**src/rtl/rr_packet_arbiter.sv**
```systemverilog
`default_nettype none
// ============================================================================
//  Module   : rr_packet_arbiter
//  Purpose  : Weighted round-robin packet arbiter for NUM_PORTS requesters
//             sharing one sink. A winner keeps the grant for a whole packet,
//             may win several packets in a row according to its weight, and
//             is force-released by a beat-count watchdog if last never comes.
//  Revision : 1.0  initial release
// ============================================================================
module rr_packet_arbiter #(
    parameter int NUM_PORTS = 4,
    parameter int WEIGHT_W  = 3,
    parameter int MAX_BEATS = 16,
    parameter int ID_W      = $clog2(NUM_PORTS)
) (
    input  logic                          clk,
    input  logic                          reset_n,
    input  logic [NUM_PORTS-1:0]          req_i,
    input  logic [NUM_PORTS-1:0]          last_i,
    input  logic [NUM_PORTS*WEIGHT_W-1:0] weight_i,
    input  logic                          ack_i,
    output logic [NUM_PORTS-1:0]          gnt_o,
    output logic [ID_W-1:0]               gnt_id_o,
    output logic                          gnt_vld_o,
    output logic                          timeout_o
);

    localparam logic [0:0] c_ST_IDLE  = 1'b0;
    localparam logic [0:0] c_ST_GRANT = 1'b1;

    // Beat counter is wide enough to hold MAX_BEATS itself.
    localparam int                  c_BEAT_W    = (MAX_BEATS > 1) ? $clog2(MAX_BEATS + 1) : 1;
    localparam logic [c_BEAT_W-1:0] c_MAX_BEATS = c_BEAT_W'(MAX_BEATS);
    localparam bit                  c_WDOG_EN   = (MAX_BEATS != 0);

    logic [0:0]           r_state;
    logic [NUM_PORTS-1:0] r_gnt;
    logic [ID_W-1:0]      r_gnt_id;
    logic [NUM_PORTS-1:0] r_mask;
    logic [WEIGHT_W-1:0]  r_credit;
    logic [c_BEAT_W-1:0]  r_beat_cnt;
    logic                 r_timeout;

    logic [0:0]           w_state_nxt;
    logic [NUM_PORTS-1:0] w_gnt_nxt;
    logic [ID_W-1:0]      w_gnt_id_nxt;
    logic [NUM_PORTS-1:0] w_mask_nxt;
    logic [WEIGHT_W-1:0]  w_credit_nxt;
    logic [c_BEAT_W-1:0]  w_beat_nxt;
    logic                 w_timeout_nxt;

    logic [NUM_PORTS-1:0] w_masked_req;
    logic [ID_W-1:0]      w_pick_m_id;
    logic [ID_W-1:0]      w_pick_u_id;
    logic [ID_W-1:0]      w_win_id;
    logic [NUM_PORTS-1:0] w_win_oh;
    logic [NUM_PORTS-1:0] w_prev_oh;
    logic [WEIGHT_W-1:0]  w_win_weight;
    logic [WEIGHT_W-1:0]  w_load_credit;
    logic [WEIGHT_W-1:0]  w_credit_dec;
    logic [NUM_PORTS-1:0] w_above;
    logic                 w_gnt_vld;
    logic                 w_req_g;
    logic                 w_last_g;
    logic                 w_xfer;
    logic [c_BEAT_W-1:0]  w_beat_inc;
    logic                 w_wdog_hit;

    assign w_masked_req = req_i & r_mask;
    assign w_win_id     = (|w_masked_req) ? w_pick_m_id : w_pick_u_id;
    assign w_gnt_vld    = |r_gnt;
    assign w_req_g      = req_i[r_gnt_id];
    assign w_last_g     = last_i[r_gnt_id];
    assign w_xfer       = w_gnt_vld & ack_i & w_req_g;
    assign w_beat_inc   = r_beat_cnt + c_BEAT_W'(1);
    assign w_wdog_hit   = c_WDOG_EN && (w_beat_inc == c_MAX_BEATS);
    // A zero weight still entitles the port to one packet per turn.
    assign w_load_credit = (w_win_weight == '0) ? WEIGHT_W'(1) : w_win_weight;
    // Credit saturates at zero rather than wrapping.
    assign w_credit_dec  = (r_credit != '0) ? (r_credit - WEIGHT_W'(1)) : '0;

    // Lowest-index picks (masked and unmasked), one-hot forms, winner weight
    // and the "ports strictly above the current grant" rotation mask.
    always_comb begin
        w_pick_m_id  = '0;
        w_pick_u_id  = '0;
        w_win_weight = '0;
        w_win_oh     = '0;
        w_prev_oh    = '0;
        w_above      = '0;
        for (int p = NUM_PORTS - 1; p >= 0; p--) begin
            if (w_masked_req[p]) w_pick_m_id = ID_W'(p);
            if (req_i[p])        w_pick_u_id = ID_W'(p);
        end
        for (int p = 0; p < NUM_PORTS; p++) begin
            if (ID_W'(p) == w_win_id) begin
                w_win_weight = weight_i[p*WEIGHT_W +: WEIGHT_W];
                w_win_oh[p]  = 1'b1;
            end
            w_prev_oh[p] = (ID_W'(p) == r_gnt_id);
            w_above[p]   = (ID_W'(p) > r_gnt_id);
        end
    end

    // Next-state logic: arbitration in IDLE, packet tracking in GRANT.
    always_comb begin
        w_state_nxt   = r_state;
        w_gnt_nxt     = r_gnt;
        w_gnt_id_nxt  = r_gnt_id;
        w_mask_nxt    = r_mask;
        w_credit_nxt  = r_credit;
        w_beat_nxt    = r_beat_cnt;
        w_timeout_nxt = 1'b0;
        case (r_state)
            c_ST_IDLE: begin
                w_beat_nxt = '0;
                if (w_req_g && (r_credit != '0)) begin
                    // Previous winner still has credit: keep its turn.
                    w_state_nxt = c_ST_GRANT;
                    w_gnt_nxt   = w_prev_oh;
                end else if (|req_i) begin
                    w_state_nxt  = c_ST_GRANT;
                    w_gnt_nxt    = w_win_oh;
                    w_gnt_id_nxt = w_win_id;
                    w_credit_nxt = w_load_credit;
                end
            end
            c_ST_GRANT: begin
                if (!w_req_g) begin
                    // Abort: requester dropped without a last transfer.
                    w_state_nxt  = c_ST_IDLE;
                    w_gnt_nxt    = '0;
                    w_credit_nxt = '0;
                    w_beat_nxt   = '0;
                    w_mask_nxt   = w_above;
                end else if (w_xfer) begin
                    if (w_last_g) begin
                        w_state_nxt  = c_ST_IDLE;
                        w_gnt_nxt    = '0;
                        w_credit_nxt = w_credit_dec;
                        w_beat_nxt   = '0;
                        w_mask_nxt   = w_above;
                    end else if (w_wdog_hit) begin
                        w_state_nxt   = c_ST_IDLE;
                        w_gnt_nxt     = '0;
                        w_credit_nxt  = '0;
                        w_beat_nxt    = '0;
                        w_mask_nxt    = w_above;
                        w_timeout_nxt = 1'b1;
                    end else begin
                        w_beat_nxt = w_beat_inc;
                    end
                end
            end
            default: begin
                w_state_nxt = c_ST_IDLE;
                w_gnt_nxt   = '0;
            end
        endcase
    end

    // State and output registers; reset asserts asynchronously.
    always_ff @(posedge clk or negedge reset_n) begin
        if (!reset_n) begin
            r_state    <= c_ST_IDLE;
            r_gnt      <= '0;
            r_gnt_id   <= '0;
            r_mask     <= '1;
            r_credit   <= '0;
            r_beat_cnt <= '0;
            r_timeout  <= 1'b0;
        end else begin
            r_state    <= w_state_nxt;
            r_gnt      <= w_gnt_nxt;
            r_gnt_id   <= w_gnt_id_nxt;
            r_mask     <= w_mask_nxt;
            r_credit   <= w_credit_nxt;
            r_beat_cnt <= w_beat_nxt;
            r_timeout  <= w_timeout_nxt;
        end
    end

    assign gnt_o     = r_gnt;
    assign gnt_id_o  = r_gnt_id;
    assign gnt_vld_o = w_gnt_vld;
    assign timeout_o = r_timeout;

endmodule
`default_nettype wire

```
**config.mk**
```make
export PLATFORM = sky130hd
export DESIGN_NAME = rr_packet_arbiter
export DESIGN_NICKNAME = d
export VERILOG_FILES = /design/src/rtl/rr_packet_arbiter.sv
export SDC_FILE = /design/constraint.sdc
export NUM_CORES = 1
export LEC_CHECK = 0
export CORE_MARGIN = 1.5
export CORE_UTILIZATION = 35
export DETAILED_ROUTE_END_ITERATION = 6
export GPL_ROUTABILITY_DRIVEN = 0
export SYNTH_ARGS = -nofsm -noshare
export SYNTH_HDL_FRONTEND = slang
export SYNTH_SLANG_ARGS = --single-unit
```
**constraint.sdc**
```tcl
create_clock -name clk -period 3.15 [get_ports clk]
set_input_delay 0.945 -clock clk [delete_from_list [all_inputs] [get_ports clk]]
set_output_delay 0.945 -clock clk [all_outputs]
set_load 0.03 [all_outputs]
```
After elaboration in Yosys (flattened, before gate mapping)
Index checks and enable logic that the tools add are counted.

Input port bits: 23. Register bits after elaboration: 20. Logic and storage cells: 103. Output and inout port bits: 8.

Multiplexer cells: 58. Eq/ne operators: 14. Order comparisons: 5. Reduce and logical (&&, ||, !) cells: 12. Add/subtract/negate cells: 2. Bitwise operators: 5.

Operators with widths (number): $mux W4 (10); $mux W3 (12); $mux W5 (4); $mux W2 (9); $mux W1 (17); $reduce_or A4 Y1 (3); $pmux W5 S2 (1); $reduce_and A3 Y1 (3); $eq A2 B2 Y1 const A (4); $pmux W4 S2 (1); $pmux W3 S2 (1); $add A5 B1 Y5 const B (1); $eq A5 B5 Y1 const B (1); $and A4 B4 Y4 (1); $bmux W1 S2 (2); $eq A1 B2 Y1 const A (2); $gt A1 B2 Y1 const A (2); $gt A2 B2 Y1 const A (2); $logic_not A2 Y1 (2); $ne A2 B2 Y1 const B (2); $ne A4 B2 Y1 const B (1); $reduce_and A4 Y1 (1); $logic_not A3 Y1 (1); $lt A2 B3 Y1 const B (1); 10 further kinds (12).

Depth between registers and ports, before layout
Gate-level depths: netlist of the first run.

Word-level depth: 16. Gate-level depth with buffers: 9. Mapped depth without buffers: 7.

Worst setup path before layout of the first run
Ideal clock, no wire load.

Path kind: input -> register. From: input req_i[3]. To: register r_credit[1]. Setup slack: 0.724 ns. Data required time: 3.025 ns. Path buffers: 0. Setup time: 0.125 ns. Stages on the path: 6. Data arrival time: 2.301 ns. Cells stage by stage: mux4_2 > o31a_1 > nor2_1 > nand2_1 > nand2_1 > mux2_4.

Word-level cells in the longest chain between the ends: 16. Elaborated cells between the ends (all ways): 35. Those cells by class: 7 x eq/ne; 20 x mux; 2 x bitwise; 6 x reduce/logical.

RTL lines: from (decl) (RTL line 18) `input logic [NUM_PORTS-1:0] req_i,`; $and A4 B4 Y4 (RTL line 69) `assign w_masked_req = req_i & r_mask;`; $mux W2 (4 in a row) (RTL line 92) `if (w_masked_req[p]) w_pick_m_id = ID_W'(p);`; $mux W2 (RTL line 70) `assign w_win_id = (|w_masked_req) ? w_pick_m_id : w_pick_u_id;`; $logic_not A2 Y1 (RTL line 96) `if (ID_W'(p) == w_win_id) begin`; $mux W3 (4 in a row) (RTL line 96); $logic_not A3 Y1 (RTL line 78) `assign w_load_credit = (w_win_weight == '0) ? WEIGHT_W'(1) : w_win_weight;`; $mux W3 (RTL line 78); $mux W3 (RTL line 121) `end else if (|req_i) begin`; $mux W3 (RTL line 117) `if (w_req_g && (r_credit != '0)) begin`; $pmux W3 S2 (RTL line 114) `case (r_state)`; to (signal assigned) (RTL line 177) `r_credit <= w_credit_nxt;`; to (decl) (RTL line 40) `logic [WEIGHT_W-1:0] r_credit;`.

Parallel ways exist; a longest one is shown, timed or not. The select of a mux whose other input is x is not followed. A chain may end at the register's enable or synchronous reset.

Worst setup path in the final report of the first run
From: input req_i[1]. To: register r_credit[1].

Word-level cells in the longest chain between the ends: 14. Elaborated cells between the ends (all ways): 31. Those cells by class: 7 x eq/ne; 16 x mux; 2 x bitwise; 6 x reduce/logical.

RTL lines (RTL line): $and A4 B4 Y4 (69); $mux W2 (2 in a row) (92); $mux W2 (70); $logic_not A2 Y1 (96); $mux W3 (4 in a row) (96); $logic_not A3 Y1 (78); $mux W3 (78); $mux W3 (121); $mux W3 (117); $pmux W3 S2 (114).

Parallel ways exist; a longest one is shown, timed or not. The select of a mux whose other input is x is not followed.

==> run_results.csv, run 1 <==
group,metric,value,unit
timing,rsz0062_at_grt,"false",
setup_path,critPathLaunchType,"primary input",
setup_path,crit_type,"primary input to flop",
setup_path,critPathTopFamily,"multiplexers",
placement,pre_cts_ws,68.5,ps
placement,hpwl,2390,microns
die,ios,31,
global_routing,grt_max_degree,21,
clocking,cts_buffers,3,
hold_path,hold_path.class,"flop to flop",
finish,stdcell_count,220,
setup_path,crit_start,"req_i[1]",
timing,worstMarginPinSlew,538,ps
hold_path,min_path_cells,2,
setup_path,cp_common_cell,"nand2_1",
status,status,"finished, final reports clean",
global_routing,antenna_found_initial,0,
yosys,ys.flop_type,"dfrtp_1",
placement,dpl.cell_count,216,
die,num_rows,21,
yosys,syn-num-nets,166,
finish,diodes,0,
yosys,ys_async_sr_fraction,100,%
setup_path,cp_max_fo,8,
yosys,avgSynthCellArea,9.08,sq um
yosys,synth_warnings,0,
yosys,yosysMostFrequentCell,"dfrtp_1",
yosys,synthTopCellsByArea,"dfrtp_1, dfstp_2, o21ai_1",
setup_path,arrival,2970,ps
finish,nets,199,
clocking,cts_tree,"yes",
global_routing,grt_pass1_vias,1194,
hold_path,min_from,"r_mask[2]$_DFFE_PN1P_",
timing,hold_violations,0,
flow_run,cap_violations,0,
yosys,synth_common_cells,"dfrtp_1, o21ai_1, nand2_1, nor2_1",
placement,dpl_cell_area,0.00164,sq mm
setup_path,r2r_slack,940,ps
detailed_routing,drcViolationCount,0,
finish,area_growth,30.6,%
clocking,clock_path_buffers,2,
finish,multi_input_area,722,sq um
finish,seq_area,505,sq um
setup_path,crit_buf_inv,1,
setup_path,worstPathCellList,"clkdlybuf4s50_1 -> mux4_2 -> o31a_1 -> nor2_1 -> nand2_1 -> nand2_1 -> mux2_4",
detailed_routing,drtPass1Iterations,4,
detailed_routing,routed_wl,3130,microns
setup_path,critPathCaptureType,"flop",
timing,fin_skew,5.41,ps
clocking,ctsHoldBuffers,0,
die,core_region_area,0.00344,sq mm
clocking,ctsResizeCount,0,
clocking,clk_latency,260,ps
detailed_routing,wl_per_cell,14.2,microns
placement,portBuffers,30,
setup_path,cp.required,3300,ps
die,die_area,0.00406,sq mm
timing,fin_crit,2820,ps
clocking,clk_pin_slew,80,ps
yosys,synthesis.area,0.00129,sq mm
global_routing,track_usage,17.0,%
yosys,yosysSeqAreaShare,39.2,%
timing,fmax,355,MHz
yosys,synth_cells,142,
detailed_routing,ant_nets,0,
yosys,yosysUniqueCellTypes,48,
timing,slew_headroom,64.1,%
timing,hold-worst-slack,499,ps
finish,fillers,326,
power_and_ir_drop,p_per_area,857,mW/mm^2
die,fp.dieW,63.7,microns
detailed_routing,dr.first_iter.drc_count,37,
setup_path,r2r_start,"gnt_id_o[1]$_DFFE_PN0P_",
finish,final_core_util,48.9,%
yosys,synth_edf_count,0,
timing,slew_violations,0,
clocking,htree_levels,1,
timing,min_period_over_period,89.4,%
clocking,cts_root_buf,"clkbuf_8",
clocking,clock_sinks,20,
setup_path,rr_worst_depth,6,
detailed_routing,via_per_inst,5.44,
setup_path,cpPeakStageDelay,580,ps
yosys,yosysTopAreaCell,"dfrtp_1",
timing,setup_tns,0,ps
setup_path,crit_cells,7,
detailed_routing,num_vias,1197,
power_and_ir_drop,irDropWorstVdd,0.374,mV
clocking,cts_setup_buffers,0,
yosys,yosys_register_bits,20,
timing,finalSetupViolations,0,
die,start_util,37.4,%
power_and_ir_drop,total_power,1.44,mW
finish,drive_gt1_share,12.6,%
die,die_h,63.7,microns
finish,stdcell_area,0.00168,sq mm
yosys,synth_top_area_share,31.1,%
global_routing,grt_pass1_wl,5440,microns
timing,fin_ws,335,ps
global_routing,grt-ovfl-total,0,
power_and_ir_drop,p_leak,0.695,nW
setup_path,slowest_stage,"mux4_2",
==> cells by family (layout without fill, tap and decap cells) <==
kind of cell	after synthesis	in the layout	share of synthesized area, %
AND/OR/NAND/NOR	52	52	20.1
adder cells (fa/ha/maj)	1	1	0.971
multiplexers	11	11	12.0
buffers and inverters	13	45	4.76
AO/OA/AOI/OAI	45	45	22.9
flip-flops	20	20	39.2
==> layout make-up <==
| type | instances | share of cell area [%] |
|---|---|---|
| clock buffer | 4 | 2.68 |
| tap | 46 | 3.42 |
| multi-input combinational | 109 | 42.9 |
| sequential | 20 | 30.0 |
| timing repair buffer | 33 | 19.2 |
| inverter | 8 | 1.78 |
==> state kept, by name, indices dropped and copies added (netlist names) <==
name	count
gnt_id_o	2
gnt_o	4
r_beat_cnt	5
r_credit	3
r_mask	4
r_state	1
timeout_o	1
==> worst register-to-register path, stage by stage, from the launching register on <==
cell and delay [ps]:
dfrtp_1 570, mux4_2 630, o31a_1 220, nor2_1 110
nand2_1 130, nand2_1 140, mux2_4 310
==> cells in the final DEF, fill, tap and decap left out, drive strengths merged, types with 2 or more instances in the layout <==
master / count
dfrtp: 16
nand2b: 3
a31oi: 4
mux2i: 5
and2: 2
a22oi: 2
nor3: 2
nor2b: 3
mux4: 3
nand2: 16
nand3: 5
a32oi: 4
nor2: 15
o21ai: 17
o2bb2ai: 2
a21boi: 2
mux2: 3
clkbuf: 4
a21oi: 6
dfstp: 4
inv: 7
buf: 3
clkdlybuf4s50: 30
==> worst paths after layout <==
kind,to
worst max-delay path,r_credit[1]$_DFFE_PN0P_
worst min register to register,r_mask[2]$_DFFE_PN1P_
max in group asynchronous,r_mask[0]$_DFFE_PN1P_
worst min-delay path,r_mask[2]$_DFFE_PN1P_
worst max register to register,r_credit[1]$_DFFE_PN0P_
min in group asynchronous,timeout_o$_DFF_PN0_
==> layer usage <==
layer / GRT usage [%] / vias to the layer above / share of wire, %
li1: - / 585 / -
met5: 0 / - / 0
met1: 21.8 / 573 / 46
met3: 2.86 / 6 / 3.9
met2: 28.9 / 33 / 49
met4: 5.43 / 0 / 1.3
==> power by group <==
part / internal (mW) / switching, mW / total, mW
clock network: 0.0901 / 0.0872 / 0.177
logic: 0.357 / 0.438 / 0.796
registers: 0.346 / 0.124 / 0.470
(Power assumes the default switching activity.)
==> run 2: changes to the inputs <==
clock period = 2.4 ns   (was 3.15 ns; I/O delays follow)
==> run 2 against run 1 <==
Hold slack worse by 0.92 ps. Die area unchanged. Routed wire length up 6.8%.
==> run_results.csv, run 2 (synthesis results as in run 1) <==
group,metric,value,unit
placement,hpwl,2650,microns
setup_path,worst_r2r_endpoint,"r_credit[1]$_DFFE_PN0P_",
detailed_routing,wl_per_cell,14.1,microns
timing,slew_violations,0,
clocking,cts_buffers,3,
timing,fin_crit,2330,ps
die,core_region_area,0.00344,sq mm
die,die_area,0.00406,sq mm
finish,drive_gt1_share,21.9,%
setup_path,endpoint,"gnt_vld_o",
timing,hold_violations,0,
detailed_routing,dr.first_iter.drc_count,50,
timing,slew_headroom,70.6,%
finish,nets,217,
setup_path,rr_worst_depth,6,
finish,largest_reg_flops,5,
die,fp.dieW,63.7,microns
detailed_routing,num_vias,1248,
setup_path,crit_buf_inv,1,
hold_path,min_path_cells,1,
detailed_routing,ant_nets,0,
detailed_routing,via_per_inst,5.24,
flow_run,cap_violations,0,
timing,fin_skew,1.72,ps
finish,stdcell_area,0.00183,sq mm
global_routing,grt_pass1_vias,1233,
setup_path,crit_type,"flop to output pin",
detailed_routing,routed_wl,3350,microns
setup_path,crit_cells,2,
clocking,htree_levels,1,
clocking,cts_root_buf,"clkbuf_8",
clocking,clk_latency,260,ps
status,status,"finished, final reports clean",
finish,final_common_cell,"clkdlybuf4s50_1",
clocking,cts_setup_buffers,0,
finish,final_core_util,53.1,%
global_routing,antenna_found_initial,0,
finish,largest_register,"r_beat_cnt",
timing,worstMarginPinSlew,442,ps
setup_path,critPathTopFamily,"simple AND/OR/NAND/NOR gates",
die,ios,31,
setup_path,critPathLaunchType,"flop",
clocking,clock_path_buffers,2,
setup_path,worstPathCellList,"or4_1 -> dlygate4sd2_1",
power_and_ir_drop,p_per_area,1140,mW/mm^2
placement,pre_cts_ws,-373,ps
setup_path,critPathCaptureType,"output pin",
power_and_ir_drop,irDropWorstVdd,0.480,mV
setup_path,arrival,1610,ps
setup_path,cpPeakStageDelay,570,ps
global_routing,grt_max_degree,21,
setup_path,slowest_stage,"or4_1",
clocking,cts_tree,"yes",
detailed_routing,drtPass1Iterations,4,
setup_path,crit_start,"gnt_o[1]$_DFFE_PN0P_",
timing,finalSetupViolations,0,
timing,min_period_over_period,97.2,%
finish,final_cell_mix,"clkdlybuf4s50_1, buf_4, dfrtp_1",
hold_path,hold_path.class,"flop to flop",
clocking,clock_sinks,20,
clocking,ctsHoldBuffers,0,
die,num_rows,21,
setup_path,cp.required,1680,ps
setup_path,r2r_slack,410,ps
clocking,clk_pin_slew,70,ps
die,die_h,63.7,microns
finish,diodes,0,
global_routing,grt_pass1_wl,5670,microns
power_and_ir_drop,total_power,2.08,mW
timing,fmax,429,MHz
power_and_ir_drop,p_leak,0.790,nW
global_routing,grt-ovfl-total,0,
detailed_routing,drcViolationCount,0,
global_routing,track_usage,17.9,%
finish,area_growth,41.9,%
setup_path,r2r_start,"gnt_id_o[1]$_DFFE_PN0P_",
placement,portBuffers,30,
placement,dpl_cell_area,0.00177,sq mm
timing,fin_ws,68.3,ps
setup_path,cp_max_fo,3,
die,start_util,37.4,%
==> run 2: metal layers <==
| layer | vias up | track usage, % | wire length [microns] |
|---|---|---|---|
| met5 | - | 0 | 0 |
| met4 | 0 | 4.08 | 42 |
| met3 | 4 | 3.57 | 131 |
| met2 | 33 | 31.2 | 1680 |
| met1 | 592 | 22.6 | 1490 |
| li1 | 619 | - | - |
==> run 2: cell type report <==
class	instances	area, sq um
Clock buffer	4	45.0
Inverter	8	30.0
Timing Repair Buffer	51	452
Sequential cell	20	505
Fill cell	345	1610
Tap cell	46	57.6
Multi-Input combinational cell	109	739
==> run 2: per-stage QoR <==
stage / instances / hold slack [ps] / setup TNS (ps)
finish: 238 / 498 / 0
global route: 238 / 526 / -74.6
CTS: 238 / 503 / 0
detailed placement: 234 / 494 / -4360
global placement: 234 / 478 / -3920
floorplan: 142 / 424 / 0
==> run 2: power breakdown <==
group          internal, mW  switching, mW  leakage [nW]
logic                 0.612          0.642         0.515
clock network         0.118          0.112        0.0228
registers             0.455          0.144         0.253
==> run 2: what timing repair did <==
| action | in CTS | in global routing |
|---|---|---|
| gates resized for setup | 6 | 2 |
| setup endpoints to repair | 7 | 4 |
| pin swaps | 1 | 0 |
==> run 2: worst min path at each step <==
stage | start | endpoint | slack [ps]
2_1_floorplan | reset_n | gnt_id_o[0]$_DFFE_PN0P_ | 420
3_3_place_gp | r_mask[2]$_DFFE_PN1P_ | r_mask[2]$_DFFE_PN1P_ | 480
3_5_place_dp | r_mask[2]$_DFFE_PN1P_ | r_mask[2]$_DFFE_PN1P_ | 490
4_1_cts | r_mask[2]$_DFFE_PN1P_ | r_mask[2]$_DFFE_PN1P_ | 500
5_1_grt | r_mask[2]$_DFFE_PN1P_ | r_mask[2]$_DFFE_PN1P_ | 530
6_report | r_beat_cnt[4]$_DFFE_PN0P_ | r_beat_cnt[4]$_DFFE_PN0P_ | 500
==> run 2: worst register-to-register path, delay by kind of cell, from the launching register on <==
kind | cells | cell delay, ps
compound gates | 1 | 160
simple gates | 3 | 320
mux | 2 | 900
flops | 1 | 490
==> run 3: changes to the inputs <==
ABC_CLOCK_PERIOD_IN_PS = 2400   (was unset)
==> results of run 3 <==
Final layout, timing and power as in run 2 (identical DEF).
